## src/rtl/pipeline_hazard_unit.sv

```systemverilog
`default_nettype none
// ============================================================================
// pipeline_hazard_unit: scoreboard hazard detection and forwarding control.
// Revision: 1.0
// ============================================================================
module pipeline_hazard_unit #(
  parameter int NUM_SRC    = 2,
  parameter int FWD_DEPTH  = 2,
  parameter int LOAD_LAT   = 1,
  parameter int REG_ADDR_W = 5,
  parameter int SEL_W      = $clog2(FWD_DEPTH + 1)
) (
  input  logic                          clk,
  input  logic                          rst,
  input  logic                          enable,
  input  logic                          id_valid,
  input  logic [REG_ADDR_W-1:0]         id_rd,
  input  logic                          id_reg_write,
  input  logic                          id_mem_read,
  input  logic [NUM_SRC*REG_ADDR_W-1:0] id_rs,
  input  logic [NUM_SRC-1:0]            id_rs_used,
  input  logic                          ex_redirect,
  output logic                          stall,
  output logic                          flush_if_id,
  output logic                          bubble_id_ex,
  output logic [NUM_SRC*SEL_W-1:0]      fwd_sel,
  output logic [15:0]                   stall_count
);

  // The entry FWD_DEPTH stages past EX can neither forward nor stall anyone
  // (the register file serves it), so only entries 0..FWD_DEPTH-1 are stored.
  localparam int NE = FWD_DEPTH;

  logic [NE-1:0]         sb_valid;
  logic [NE-1:0]         sb_wr;
  logic [LOAD_LAT-1:0]   sb_load;
  logic [REG_ADDR_W-1:0] sb_rd [NE];

  logic [NUM_SRC-1:0][NE-1:0] hit;
  logic                       load_use;
  logic                       advance;
  logic [NUM_SRC*SEL_W-1:0]   sel_next;

  always_comb begin
    hit = '0;
    for (int i = 0; i < NUM_SRC; i++) begin
      for (int j = 0; j < NE; j++) begin
        hit[i][j] = id_valid && id_rs_used[i]
                    && (id_rs[i*REG_ADDR_W +: REG_ADDR_W] != '0)
                    && sb_valid[j] && sb_wr[j]
                    && (sb_rd[j] == id_rs[i*REG_ADDR_W +: REG_ADDR_W]);
      end
    end
  end

  always_comb begin
    load_use = 1'b0;
    for (int i = 0; i < NUM_SRC; i++) begin
      for (int j = 0; j < LOAD_LAT; j++) begin
        if (hit[i][j] && sb_load[j]) load_use = 1'b1;
      end
    end
  end

  // Scan oldest to youngest so the youngest matching producer wins.
  always_comb begin
    sel_next = '0;
    for (int i = 0; i < NUM_SRC; i++) begin
      for (int k = FWD_DEPTH; k >= 1; k--) begin
        if (hit[i][k-1]) sel_next[i*SEL_W +: SEL_W] = SEL_W'(k);
      end
    end
  end

  assign stall        = load_use && !ex_redirect;
  assign flush_if_id  = enable && ex_redirect;
  assign bubble_id_ex = enable && (load_use || ex_redirect);
  assign advance      = !load_use && !ex_redirect;

  always_ff @(posedge clk) begin
    if (rst) begin
      sb_valid    <= '0;
      sb_wr       <= '0;
      sb_load     <= '0;
      for (int k = 0; k < NE; k++) sb_rd[k] <= '0;
      fwd_sel     <= '0;
      stall_count <= '0;
    end else if (enable) begin
      for (int k = 1; k < NE; k++) begin
        sb_valid[k] <= sb_valid[k-1];
        sb_wr[k]    <= sb_wr[k-1];
        sb_rd[k]    <= sb_rd[k-1];
      end
      for (int k = 1; k < LOAD_LAT; k++) sb_load[k] <= sb_load[k-1];
      sb_valid[0] <= advance && id_valid;
      sb_wr[0]    <= advance && id_valid && id_reg_write;
      sb_load[0]  <= advance && id_valid && id_mem_read;
      sb_rd[0]    <= advance ? id_rd : '0;
      fwd_sel     <= advance ? sel_next : '0;
      if (stall && (stall_count != 16'hFFFF)) stall_count <= stall_count + 16'd1;
    end
  end

endmodule
`default_nettype wire

```

## config.mk

```make
export PLATFORM = sky130hd
export DESIGN_NAME = pipeline_hazard_unit
export DESIGN_NICKNAME = d
export VERILOG_FILES = /design/src/rtl/pipeline_hazard_unit.sv
export SDC_FILE = /design/constraint.sdc
export NUM_CORES = 1
export LEC_CHECK = 0
export ABC_AREA = 1
export CAP_MARGIN = 20
export CORE_ASPECT_RATIO = 0.75
export CORE_MARGIN = 1
export CORE_UTILIZATION = 35
export CTS_CLUSTER_SIZE = 10
export DETAILED_ROUTE_END_ITERATION = 12
export SLEW_MARGIN = 20
export SYNTH_ARGS = -nofsm -noshare
export SYNTH_HDL_FRONTEND = slang
export SYNTH_SLANG_ARGS = --single-unit
export TNS_END_PERCENT = 10
```

## constraint.sdc

```tcl
create_clock -name clk -period 1.5 [get_ports clk]
set_input_delay 0.3 -clock clk [delete_from_list [all_inputs] [get_ports clk]]
set_output_delay 0.3 -clock clk [all_outputs]
set_load 0.02 [all_outputs]
```

# Word-level counts from Yosys, hierarchy flattened
# Memory sizes are Yosys's and may differ from the RTL's.
# Index checks and enable logic that the tools add are counted.
[classes]
addsub = 1
n_mul = 0
n_div = 0
magnitude_cmp = 0
eq_ne = 5
n_shift = 0
n_mux = 15
bitwise = 2
reduce_logical = 32
[ops]
columns = ["cell", "n"]
rows = [
  ["$logic_and 1x1->1", 26],
  ["$eq 5x5->1", 4],
  ["$add 16x1->16 const B", 1],
  ["$ne 16x16->1 const B", 1],
  ["$mux 5", 3],
  ["$reduce_bool 5->1", 2],
  ["$mux 2", 4],
  ["$mux 1", 7],
  ["$mux 4", 1],
  ["$logic_not 1->1", 2],
  ["$or 1x1->1", 2],
  ["$reduce_and 2->1", 1],
  ["$logic_or 1x1->1", 1],
]
[totals]
regBits = 25
latchBits = 0
ram_bits = 10
mem_bits_ro = 0
in_bits = 24
output_inout_bits = 23
word_cells = 61
mem_count = 1
[memory_table]
columns = ["name", "words", "word_bits", "read_ports", "rd_clocked_by_memory_dff", "wr", "line", "rtl"]
rows = [
  ["sb_rd", 2, 5, 2, 0, 2, "37", "logic [REG_ADDR_W-1:0] sb_rd [NE];"],
]

# Longest topological paths before layout
[depth]
word_depth = 12
mapped_depth = 14
ltp_nobuf = 13

# Worst setup path before layout
# Ideal clock, no wire load.
[synth_path]
path_type = "register -> register"
start = "register stall_count[0]"
end = "register stall_count[11]"
setup_ns = 0.113
arrival_ns = 1.581
slack_ns = -0.194
stages_incl_launch_ff = 12
path_buffers = 1
synth_period_minus_slack_ns = 1.694
path_cell_list = "dfxtp_1 > ha_1 > nand2_1 > nor2_1 > inv_1 > nor2_2 > nand4_1 > nand4_1 > buf_4 > nor2_1 > nor2_1 > nor2_1"
[synth_via]
elab_chain_len = 3
word_cells_on_any_way = 4
[synth_lines]
columns = ["element", "line", "rtl"]
rows = [
  ["from (decl)", "27", "output logic [15:0] stall_count"],
  ["from (signal assigned)", "100", "if (stall && (stall_count != 16'hFFFF)) stall_count <= stall_count + 16'd1;"],
  ["branches (longest 3 deep; another with $add 16x1->16)", "n/a", ""],
]
# Several ways; the timed one is not identified.
# A chain may end at the register's enable or synchronous reset.

==> reports/qor.yml <==
clocking:
  cts_root_buffer: "clkbuf_8"
  htreeDepth: 2
  cts.path.max_buffers: 2
  clk_latency_ns: 0.29
  cts_buffers: 5
  cts_tree: "built"
  clkSinkCount: 35
  path_clk_slew_ns: 0.08
finish:
  num-fill-cells: 518
  multi_input_area_sq_um: 1051
  nNetsFinal: 440
  fin_util: 0.6049
  diodes: 0
  finalInstanceArea_sq_um: 3221
  syn_to_final_growth_pct: 66.17
  seqCellArea_sq_um: 818.3
  drive_gt1_frac: 0.2933
drt:
  drt-total-wl_um: 5602
  remaining_drc_errors: 0
  viasPerCell: 4.481
  post_drt_wl_per_cell_um: 11.41
  first_pass_iters: 4
  num_vias: 2200
  drtIter0Drc: 122
  ant_nets: 0
die:
  num_rows: 23
  start_util: 0.3640
  ios: 47
  die_w_um: 87.93
  die_height_um: 66.45
  core_sq_um: 5324
  dieArea_sq_um: 5842
setup_path:
  path_cells: "inv_2 -> nor2_1 -> nor2_1 -> nand2_1 -> nor2_1 -> nand3_1 -> nand2_2 -> nand2_1 -> nand2_2 -> nand2_1 -> inv_1 -> buf_6"
  worst_r2r_path_depth: 15
  worst-endpoint-required_ns: 1.20
  setup.worst_path.end_class: "output pin"
  cp.arrival_ns: 1.77
  critPathKind: "reg -> out"
  cp_max_fo: 4
  max_stage_delay_ns: 0.44
  reg2reg_from: "sb_rd[0][3]$_SDFFCE_PN0P_"
  path_delay_family: "simple AND/OR/NAND/NOR gates"
  cpMaxStageDelayCell: "edfxtp_1"
  regToRegSetupSlack_ns: -0.57
  reg2reg_to: "fwd_sel[3]$_SDFFE_PP0P_"
  cp_num_buf_inv: 3
  start_kind: "register"
min_path:
  whs_path_depth: 2
  holdCritStartpoint: "fwd_sel[2]$_SDFFE_PP0P_"
  hold_path_end: "fwd_sel[2]$_SDFFE_PP0P_"
  min_path_type: "reg -> reg"
sta:
  timing.final.hold_violations: 0
  setup_viol: 30
  rsz0062_at_grt: "true"
  slew-limit-headroom: 0.6430
  fin_crit_sh: 1.381
  tightest_slew_ns: 0.5349
  fin_ws_ns: -0.5710
  whs_ns: 0.4712
  fin_setup_tns_ns: -13.46
  period_minus_slack_ns: 2.071
  drv_slew: 0
  fmax_mhz: 482.9
  finalClockSkew_ns: 0.006373
yosys:
  ys_ff_latch: 35
  synth_top_family_by_area: "simple AND/OR/NAND/NOR gates"
  synth_area_sq_um: 1938
  avgSynthCellArea_sq_um: 6.615
  yosys.area_share.simple: 0.4015
  yosys.area.top_type: "dfxtp_1"
  synthTopCellsByArea: "dfxtp_1, edfxtp_1, nand2_1, nor2_1, inv_1"
  ys_seq_area_frac: 0.4132
  synth_fa_ha_area_frac: 0.006456
  synth-compound-area-share: 0.04906
  synth_warnings: 0
  yosys.area.top_type_share: 0.2582
  synthesis.nets: 318
  synthMuxAreaShare: 0
  synth_cell_types: 28
  syn_inst: 293
  synth-xor-area-share: 0.04067
power:
  p_per_area_nw_per_um2: 625.3
  p_leak_nw: 1.523
  peakVddDrop_uv: 510.7
status:
  violations: "setup timing"
  status: "finished with violations"
global_routing:
  grt_pass1_vias: 1994
  antenna_found_initial: 0
  grt_pass1_wl_um: 9246
  grt-ovfl-total: 0
  grt_max_degree: 17
  track_usage: 0.2092
placed_design:
  place_area_sq_um: 2912
  portBuffers: 46
  gp_congestion: 0.8829
  hpwl_um: 4153
flow_run:
  maxCapViolCount: 0
-- cell usage after synthesis (all sizes together) --
library cell  instances
nor4                  1
buf                   3
dfxtp                25
xnor2                 4
edfxtp               10
nand3b                1
a22o                  1
o21bai                1
nand2                80
xor2                  5
o22ai                 1
nor2                 76
nor3                  1
or2                   3
a211oi                1
a21oi                 7
nand4                 6
o21ai                 6
inv                  41
ha                    1
nand3                19
-- cell type report --
cell class	count	area share
clock inverter	3	0.007382
tap	75	0.02914
multi-input combinational	214	0.3263
clock buffer	5	0.02137
inverter	41	0.04856
timing repair buffer	118	0.3131
sequential	35	0.2541
-- metal layers --
layer  up-vias  share of wire  routed length [um]  global-route usage
li1       1149              -                   -                   -
met4         0         0.0052                  29             0.03689
met5         -              0                   0                   0
met2        45           0.42                2340              0.3072
met3         2          0.052                 294             0.04120
met1      1004           0.52                2938              0.3145
-- state kept, by name, indices dropped and copies added (netlist names) --
name,cells
sb_rd,10
fwd_sel,4
sb_valid,2
sb_wr,2
sb_load,1
stall_count,16
-- cells in the final DEF, fill, tap and decap left out, drive strengths merged --
cell type and instances:
o21ai 6, a22o 1, xnor2 4, nor2 76, xor2 5, dlygate4sd2 29
clkinvlp 2, nand2 80, nand4 6, o22ai 1, nand3b 1, nor4 1
inv 42, a21oi 7, nor3 1, clkbuf 5, clkdlybuf4s50 14, edfxtp 10
a211oi 1, o21bai 1, or2 3, buf 75, ha 1, dfxtp 25
nand3 19
-- through the flow --
stage	worst slack (ns)	power [mW]	std cells
after floorplan	-0.03218	1.134	293
after global placement	-1.024	1.308	465
after detailed placement	-1.068	1.309	465
after CTS	-0.4733	2.023	489
after global routing	-0.6932	2.115	491
final	-0.5710	2.014	491
-- worst reg2reg max path, cell delays in order (launching register included) --
cell and delay, ns:
edfxtp_1 0.44, inv_2 0.12, nor2_1 0.05, nor2_1 0.09, nand2_1 0.05, nor2_1 0.12, nand3_1 0.13, buf_4 0.15
buf_4 0.12, buf_6 0.10, buf_6 0.10, buf_6 0.10, buf_6 0.10, buf_6 0.11, nand3b_1 0.11, o21ai_1 0.08
-- power by group --
part / switching [mW] / leakage (nW) / total [mW] / internal [mW]
clock: 0.381 / 0.0408 / 0.713 / 0.332
combinational: 0.143 / 1.16 / 0.296 / 0.153
sequential: 0.0178 / 0.317 / 1.01 / 0.988
total: 0.541 / 1.52 / 2.01 / 1.47
-- how the worst max path moves through the flow --
stage / start / endpoint / slack (ns) / cells past startpoint
2_1_floorplan: sb_rd[0][4]$_SDFFCE_PN0P_ / stall_count[9]$_SDFFE_PP0P_ / -0.03 / 13
4_1_cts: sb_rd[0][3]$_SDFFCE_PN0P_ / bubble_id_ex / -0.47 / 12
3_5_place_dp: id_rs[3] / bubble_id_ex / -1.07 / 14
5_1_grt: sb_rd[0][4]$_SDFFCE_PN0P_ / bubble_id_ex / -0.69 / 12
3_3_place_gp: id_rs[1] / bubble_id_ex / -1.02 / 12
6_report: sb_rd[0][3]$_SDFFCE_PN0P_ / bubble_id_ex / -0.57 / 12
-- logic make-up after synthesis --
group	Yosys count
buffers and inverters	44
AND/OR/NAND/NOR	187
flip-flops	35
adder cells (fa/ha/maj)	1
AO/OA/AOI/OAI	17
XOR/XNOR	9
-- what timing repair did --
| action | 4_1_cts | 5_1_grt |
|---|---|---|
| pin swaps | 9 | 4 |
| cloned | 0 | 0 |
| setup buffers | 17 | 2 |
| hold buffers | 0 | 0 |
| setup endpoints to repair | 51 | 31 |
| gates resized for setup | 65 | 21 |
No activity file was read; power rests on OpenSTA's default activity.
